## config.mk

```make
export PLATFORM = sky130hd
export DESIGN_NAME = ram_fifo_ctrl
export DESIGN_NICKNAME = d
export VERILOG_FILES = /design/src/rtl/fifo_pkg.sv /design/src/rtl/ram_fifo_ctrl.sv
export SDC_FILE = /design/constraint.sdc
export NUM_CORES = 1
export LEC_CHECK = 0
export BUFFER_PORTS_ARGS = -buffer_cell sky130_fd_sc_hd__buf_2
export CORE_MARGIN = 4
export CORE_UTILIZATION = 44
export CTS_CLUSTER_SIZE = 28
export DETAILED_ROUTE_END_ITERATION = 8
export MAX_ROUTING_LAYER = met4
export PLACE_DENSITY_LB_ADDON = 0.12
export RECOVER_POWER = 50
export SETUP_SLACK_MARGIN = 0.2
export SLEW_MARGIN = 20
export SYNTH_ARGS = -nofsm -noshare
export SYNTH_HDL_FRONTEND = slang
export SYNTH_SLANG_ARGS = --single-unit
```

## constraint.sdc

```tcl
create_clock -name clk -period 2.81 [get_ports clk]
set_input_delay 0.1405 -clock clk [delete_from_list [all_inputs] [get_ports clk]]
set_output_delay 0.1405 -clock clk [all_outputs]
set_load 0.005 [all_outputs]
```

## src/rtl/fifo_pkg.sv

```systemverilog
// ---------------------------------------------------------------------------
// fifo_pkg
// Shared definitions for the RAM-backed FIFO controller.
//   DW      : default data width (bits)
//   AW      : default address width; depth = 2**AW
//   DEPTH   : default number of RAM entries
//   state_t : RAM mode code driven on the controller's state output
//             ST_INIT = RAM clear cycle, ST_RUN = normal operation
// ---------------------------------------------------------------------------
package fifo_pkg;

    localparam int DW    = 10;
    localparam int AW    = 3;
    localparam int DEPTH = 8;

    typedef enum logic [3:0] {
        ST_INIT = 4'b0001,
        ST_RUN  = 4'b0010
    } state_t;

endpackage

```

## src/rtl/ram_fifo_ctrl.sv

```systemverilog
// ---------------------------------------------------------------------------
// ram_fifo_ctrl
// Pointer/occupancy controller for a FIFO whose storage is an external
// single-clock RAM with a registered read port (q_a). The parent places the
// RAM beside this block and wires it up by port name.
//
// Ports
//   clk       in   system clock, rising edge
//   rst       in   synchronous active-high reset (highest priority)
//   flush     in   synchronous empty-and-clear request
//   push      in   producer write request
//   data_in   in   producer write data [DW]
//   pop       in   consumer read request
//   data_a    out  RAM write data (pass-through of data_in) [DW]
//   addr_wa   out  RAM write address = write pointer [AW]
//   addr_ra   out  RAM read address = read pointer [AW]
//   we_a      out  RAM write enable = push accepted
//   re_a      out  RAM read enable = pop accepted
//   state     out  RAM mode code (ST_INIT clears the RAM and q_a) [4]
//   rd_valid  out  q_a holds popped data this cycle
//   count     out  occupancy 0..2**AW [AW+1]
//   full      out  count == 2**AW
//   empty     out  count == 0
//   ready     out  controller in ST_RUN
//   ovf       out  sticky: push refused while running
//   udf       out  sticky: pop refused while running
// ---------------------------------------------------------------------------
module ram_fifo_ctrl
    import fifo_pkg::*;
#(
    parameter int DW = fifo_pkg::DW,
    parameter int AW = fifo_pkg::AW
) (
    input  logic          clk,
    input  logic          rst,
    input  logic          flush,
    input  logic          push,
    input  logic [DW-1:0] data_in,
    input  logic          pop,
    output logic [DW-1:0] data_a,
    output logic [AW-1:0] addr_wa,
    output logic [AW-1:0] addr_ra,
    output logic          we_a,
    output logic          re_a,
    output logic [3:0]    state,
    output logic          rd_valid,
    output logic [AW:0]   count,
    output logic          full,
    output logic          empty,
    output logic          ready,
    output logic          ovf,
    output logic          udf
);

    localparam logic [AW-1:0] L_PTR_ONE  = {{(AW-1){1'b0}}, 1'b1};
    localparam logic [AW:0]   L_CNT_ONE  = {{AW{1'b0}}, 1'b1};
    localparam logic [AW:0]   L_CNT_FULL = {1'b1, {AW{1'b0}}};

    state_t        r_state;
    logic [AW-1:0] r_wr_ptr;
    logic [AW-1:0] r_rd_ptr;
    logic [AW:0]   r_count;
    logic          r_rd_valid;
    logic          r_ovf;
    logic          r_udf;

    logic          w_run;
    logic          w_full;
    logic          w_empty;
    logic          w_pop_acc;
    logic          w_push_acc;
    logic          w_push_err;
    logic          w_pop_err;

    assign w_run   = (r_state == ST_RUN);
    assign w_full  = (r_count == L_CNT_FULL);
    assign w_empty = (r_count == '0);

    // Pop is resolved first: a full FIFO may still take a push when a pop
    // frees the slot in the same cycle. The RAM reads before it writes, so
    // the shared address returns the old entry.
    assign w_pop_acc  = w_run & pop & ~w_empty;
    assign w_push_acc = w_run & push & (~w_full | w_pop_acc);

    // Refused requests only count as errors while running; ST_INIT
    // silently ignores the producer and consumer.
    assign w_push_err = w_run & push & ~w_push_acc;
    assign w_pop_err  = w_run & pop  & ~w_pop_acc;

    // Single sequential process: FSM plus every control register.
    // Flush reuses the reset values so a flushed FIFO is indistinguishable
    // from a freshly reset one, including killing an in-flight rd_valid.
    always_ff @(posedge clk) begin
        if (rst || flush) begin
            r_state    <= ST_INIT;
            r_wr_ptr   <= '0;
            r_rd_ptr   <= '0;
            r_count    <= '0;
            r_rd_valid <= 1'b0;
            r_ovf      <= 1'b0;
            r_udf      <= 1'b0;
        end else begin
            case (r_state)
                ST_INIT: r_state <= ST_RUN;   // RAM clear takes exactly one cycle
                ST_RUN:  r_state <= ST_RUN;
                default: r_state <= ST_INIT;
            endcase

            // q_a is registered inside the RAM, so data follows re_a by one cycle
            r_rd_valid <= w_pop_acc;

            if (w_push_acc) begin
                r_wr_ptr <= r_wr_ptr + L_PTR_ONE;
            end
            if (w_pop_acc) begin
                r_rd_ptr <= r_rd_ptr + L_PTR_ONE;
            end

            case ({w_push_acc, w_pop_acc})
                2'b10:   r_count <= r_count + L_CNT_ONE;
                2'b01:   r_count <= r_count - L_CNT_ONE;
                default: r_count <= r_count;
            endcase

            if (w_push_err) begin
                r_ovf <= 1'b1;
            end
            if (w_pop_err) begin
                r_udf <= 1'b1;
            end
        end
    end

    assign data_a   = data_in;
    assign addr_wa  = r_wr_ptr;
    assign addr_ra  = r_rd_ptr;
    assign we_a     = w_push_acc;
    assign re_a     = w_pop_acc;
    assign state    = r_state;
    assign rd_valid = r_rd_valid;
    assign count    = r_count;
    assign full     = w_full;
    assign empty    = w_empty;
    assign ready    = w_run;
    assign ovf      = r_ovf;
    assign udf      = r_udf;

endmodule

```

# --- Word-level counts from Yosys, hierarchy flattened ---
# Cells that the tools add are included.
word_totals:
  regBits: 17
  latch_bits: 0
  ram_bits: 0
  mem_bits_ro: 0
  inputBits: 15
  output_inout_bits: 32
  elab_cells: 33
  memories: 0
classes:
  add_sub_neg: 4
  multipliers: 0
  n_div: 0
  order_cmp: 0
  eq_ne: 5
  shift: 0
  mux: 2
  bitwise_logic: 11
  reduce_logical: 4
op_table:
  columns: ["operator", "count"]
  rows:
  - ["$pmux W4 S2", 1]
  - ["$add A3 B1 Y3 const B", 2]
  - ["$and A1 B1 Y1", 6]
  - ["$add A4 B1 Y4 const B", 1]
  - ["$eq A4 B1 Y1 const B", 1]
  - ["$eq A4 B2 Y1 const B", 1]
  - ["$eq A4 B4 Y1 const B", 1]
  - ["$logic_not A4 Y1", 1]
  - ["$not A1 Y1", 4]
  - ["$sub A4 B1 Y4 const B", 1]
  - ["$eq A2 B1 Y1 const B", 1]
  - ["$eq A2 B2 Y1 const B", 1]
  - ["$mux W2", 1]
  - ["$reduce_bool A2 Y1", 1]
  - ["$reduce_or A2 Y1", 1]
  - ["$logic_or A1 B1 Y1", 1]
  - ["$or A1 B1 Y1", 1]

# --- Depth between registers and ports, before layout ---
logic_depth:
  depth_word: 7
  depth_mapped: 10
  ltp_nobuf: 10

# --- Worst setup path before layout ---
# OpenSTA, ideal clock, no wires.
synth_path:
  path_kind: "register -> register"
  startpoint: "register r_count[0] (netlist: count[0])"
  endpoint: "register r_count[3] (netlist: count[3])"
  setup_time_ns: 0.120
  arrival_time_ns: 2.054
  required_time_ns: 2.690
  path_slack_ns: 0.635
  stages_incl_launch_ff: 10
  path_buffers: 1
  period_less_slack_ns: 2.175
  cell_sequence: "dfxtp_1 buf_6 nor4_2 or3_1 inv_1 ha_1 a21oi_1 a2111oi_0 a311o_1 a21oi_1"
synth_via:
  elab_chain_cells: 7
  elab_cells_between_ends: 13
  classes_between: "add/sub (2); eq/ne (3); mux (1); bitwise (5); reduce/logical (2)"
synth_rtl:
  columns: ["element", "line", "source"]
  rows:
  - ["start, declared", "ram_fifo_ctrl.sv:62", "logic [AW:0] r_count;"]
  - ["start signal, assigned", "ram_fifo_ctrl.sv:120", "2'b10: r_count <= r_count + L_CNT_ONE;"]
  - ["start signal, assigned", "ram_fifo_ctrl.sv:121", "2'b01: r_count <= r_count - L_CNT_ONE;"]
  - ["start signal, assigned", "ram_fifo_ctrl.sv:122", "default: r_count <= r_count;"]
  - ["$logic_not A4 Y1 (*)", "ram_fifo_ctrl.sv:77", "assign w_empty = (r_count == '0);"]
  - ["named net empty", "ram_fifo_ctrl.sv:49", "output logic empty,"]
  - ["$not A1 Y1 (*)", "ram_fifo_ctrl.sv:82", "assign w_pop_acc = w_run & pop & ~w_empty;"]
  - ["$and A1 B1 Y1 (*)", "ram_fifo_ctrl.sv:82", null]
  - ["$or A1 B1 Y1", "ram_fifo_ctrl.sv:83", "assign w_push_acc = w_run & push & (~w_full | w_pop_acc);"]
  - ["$and A1 B1 Y1", "ram_fifo_ctrl.sv:83", null]
  - ["$eq A2 B1 Y1 or $eq A2 B2 Y1 (tied branches)", "ram_fifo_ctrl.sv:119", "case ({w_push_acc, w_pop_acc})"]
  - ["$pmux W4 S2 or $reduce_bool A2 Y1 (tied branches)", null, null]
# The timed path passes the listed nets; every way through them passes the cells marked *.
# A chain may end at the register's enable or synchronous reset.

# --- Worst setup path in the final report ---
layout_path:
  startpoint: "register r_count[0] (netlist: count[0])"
  endpoint: "register r_count[3] (netlist: count[3])"
layout_via:
  elab_chain_cells: 7
  elab_cells_between_ends: 13
  classes_between: "add/sub (2); eq/ne (3); mux (1); bitwise (5); reduce/logical (2)"
layout_rtl:
  columns: ["element", "line"]
  rows:
  - ["$logic_not A4 Y1", "ram_fifo_ctrl.sv:77"]
  - ["$not A1 Y1", "ram_fifo_ctrl.sv:82"]
  - ["$and A1 B1 Y1", "ram_fifo_ctrl.sv:82"]
  - ["$or A1 B1 Y1", "ram_fifo_ctrl.sv:83"]
  - ["$and A1 B1 Y1", "ram_fifo_ctrl.sv:83"]
  - ["$eq A2 B1 Y1 or $eq A2 B2 Y1 (tied branches)", "ram_fifo_ctrl.sv:119"]
  - ["$pmux W4 S2 or $reduce_bool A2 Y1 (tied branches)", null]
# Several ways; a longest one is shown, not always the timed one.

==> metrics.md <==
| Metric | Value |
|---|---|
| Post-synth top area cell | `dfxtp_1` |
| Remaining Overflow, GRT | `0` |
| Row count | `16` |
| Fmax | `427.2 MHz` |
| Fill count | `209` |
| Met1 Resource Use GR | `0.1782` |
| Synthesized cell area | `920.9 um2` |
| Worst path max stage delay | `0.44 ns` |
| Fin. max-slew vios | `0` |
| Worst-path fanout max | `9` |
| Yosys warns | `0` |
| FF+latch count, synth | `15` |
| Final Hold Viols | `0` |
| All-Layer GR Usage | `0.1482` |
| Core area | `0.001982 mm2` |
| Port Buf Inserts | `24` |
| Root Buffer | `clkbuf_4` |
| Pwr dens | `363.0 mW/mm2` |
| Status | `completed` |
| Total CTS buffers | `3` |
| Die Span Y | `53.75 um` |
| Top post-synthesis cells by area | `dfxtp_1 (33%), buf_4 (9.8%), ha_1 (6.8%), nor2_1 (4.9%), xnor2_1 (4.8%)` |
| Peak VDD IR | `0.2502 mV` |
| Crit path capture type | `flip-flop` |
| Worst-path clk slew | `roughly 0.090 ns` |
| Worst path required time | `approximately 3.0 ns` |
| Most used DFF post-synth | `dfxtp_1` |
| Power, Total | `between 300 and 400 uW` |
| Max Cap Viol | `0` |
| Final nets | `135` |
| Mapped Cells | `99` |
| Sum Neg Setup Slack | `0 ns` |
| Antenna violations before repair | `0` |
| CTS H-tree depth | `1` |
| Final Cycle Share | `0.8330` |
| First-pass GRT wire length | `2987 um` |
| Final Skew | `0.008578 ns` |
| Met3 Use GR | `0.04709` |
| Multi-input gate area | `~490 um2` |
| Gr busiest metal | `met2` |
| GRT met2 Usage | `0.2177` |
| Vias in the first global route | `676` |
| Largest net degree at the start of global routing | `14` |
| Final number of setup-violating endpoints | `0` |
| Layout cell share with drive strength beyond 1 | `0.2566` |
| CP Cell Sequence | `nor4_4, or3_1, inv_1, ha_1, nand3_1, a2111oi_0, a311o_1, a21oi_1` |
| Total die area | `approximately 0.0029 mm2` |
| Avg Inst Size Synth | `9.302 um2` |
| WL/cell | `12.43 um` |
| Worst min-delay path class | `input port to flip-flop` |
| CTS tree | `built` |
| Share of the synthesized area in the top cell type | `0.3261` |
| WL final | `1740 um` |
| Die width | `53.75 um` |
| Number of remaining DRC errors | `0` |
| Total number of vias | `slightly below 700` |
| Post-route ant nets | `0` |
| Vias per cell | `4.893` |
| Worst Path Arrival | `approximately 2.5 ns` |
| RSZ-0062 raised after global routing | `false` |
| Clock Latency Late Sink | `roughly 0.28 ns` |
| Initial Utilization | `0.4646` |
| CTS Buffer Depth | `2` |
| Slowest CP cell | `dfxtp_1` |
| Register area | `between 300 and 400 um2` |
| IO Count | `47` |
| CTS sink count | `15` |
| Area growth from synthesis to final layout | `8.016%` |
| Yosys cell types | `38` |
| DP HPWL | `1333 um` |
| Setup crit start kind | `flip-flop` |
| CP Class | `flip-flop to flip-flop` |
| Worst path top cell family by delay | `simple AND/OR/NAND/NOR gates` |
| Sequential area share after synthesis | `0.3261` |
| Antenna Diode Count | `0` |
| Worst Path Buf+Inv | `1` |
| Gpl congestion | `0.8090` |
| Min cycle time layout | `approximately 2.3 ns` |
| DRT Pass-1 Iters | `4` |
| Leak pwr | `0.0004474 uW` |
| Synth async-reset ratio | `0` |
| Number of synthesized flops with an enable pin | `0` |
| DRC violation total after the first TritonRoute iteration | `3` |
-- cells by family after synthesis --
kind of cell,synth area share
AO/OA/AOI/OAI,0.1481
XOR/XNOR,0.06658
adder cells (fa/ha/maj),0.08967
buffers and inverters,0.1562
flip-flops,0.3261
multiplexers,0.03261
other,0.004072
AND/OR/NAND/NOR,0.1766
-- flip-flops by register name, summed over array words and instances, names as in the netlist --
register  cells
addr_wa       3
ovf           1
udf           1
count         4
addr_ra       3
rd_valid      1
state         2
-- what timing repair did --
item | in CTS | in global routing
setup buffers | 0 | 0
hold buffers | 0 | 0
endpoints found under the setup margin | 0 | 1
resized for setup | 0 | 1
-- worst paths after layout --
kind	depth (start not counted)	startpoint	endpoint	slack, ns
max reg2reg	8	count[0]$_SDFFE_PP0P_	count[3]$_SDFFE_PP0P_	0.47
min	2	flush	state[0]$_SDFF_PP1_	0.07
max	8	count[0]$_SDFFE_PP0P_	count[3]$_SDFFE_PP0P_	0.47
min reg2reg	2	ovf$_SDFFE_PP0P_	ovf$_SDFFE_PP0P_	0.48
-- metal layers --
| metal | part of all wire | vias up |
|---|---|---|
| li1 | - | 343 |
| met1 | 0.46 | 312 |
| met2 | 0.43 | 24 |
| met3 | 0.091 | 6 |
| met4 | 0.014 | 0 |
| met5 | 0 | - |
-- synth_stat cells (2+ instances only) --
| cell | number |
|---|---|
| a21oi_1 | 3 |
| nand2_1 | 4 |
| xor2_1 | 2 |
| nor2_1 | 12 |
| ha_1 | 5 |
| dfxtp_1 | 15 |
| mux2i_1 | 3 |
| nor3_1 | 2 |
| xnor2_1 | 5 |
| or3_1 | 2 |
| buf_4 | 12 |
| inv_1 | 8 |
-- power by group --
part	switching [uW]	total, uW	internal [uW]	leakage [uW]
Combinational	15.1	23.4	8.21	0.000311
Sequential	1.53	216	215	0.000121
Clock	66.4	121	55.0	0.0000150
Total	83.1	361	278	0.000447
-- stage by stage --
| step | hold WS, ns | area (um2) | util | setup slack, ns | cells |
|---|---|---|---|---|---|
| after floorplan | 0.2633 | 924.6 | - | 0.6354 | 100 |
| after global placement | 0.2810 | 968.4 | 0.4886 | 0.4858 | 136 |
| after detailed placement | 0.2810 | 968.4 | 0.4886 | 0.3964 | 136 |
| after CTS | 0.06378 | 994.7 | 0.5019 | 0.3825 | 140 |
| after global routing | 0.06853 | 994.7 | 0.5019 | 0.2891 | 140 |
| final | 0.07297 | 994.7 | 0.5019 | 0.4692 | 140 |
-- placed cells by master (no fill, tap or decap), types with 2 or more instances in the layout --
master / n
ha_1: 5
inv_1: 8
xor2_1: 2
nand2_1: 4
mux2i_1: 3
buf_2: 17
clkbuf_1: 8
clkbuf_4: 3
nor2_1: 12
a21oi_1: 3
or3_1: 2
dfxtp_1: 15
xnor2_1: 5
conb_1: 2
nor3_1: 2
-- area by class of cell --
class / instances / area share
multi-input cells: 61 / 0.4918
repair buffers: 24 / 0.1119
flip-flops and latches: 15 / 0.3019
inverters: 9 / 0.03396
well taps: 27 / 0.03396
clock buffers: 4 / 0.02642
No activity file was read; power rests on OpenSTA's default activity.
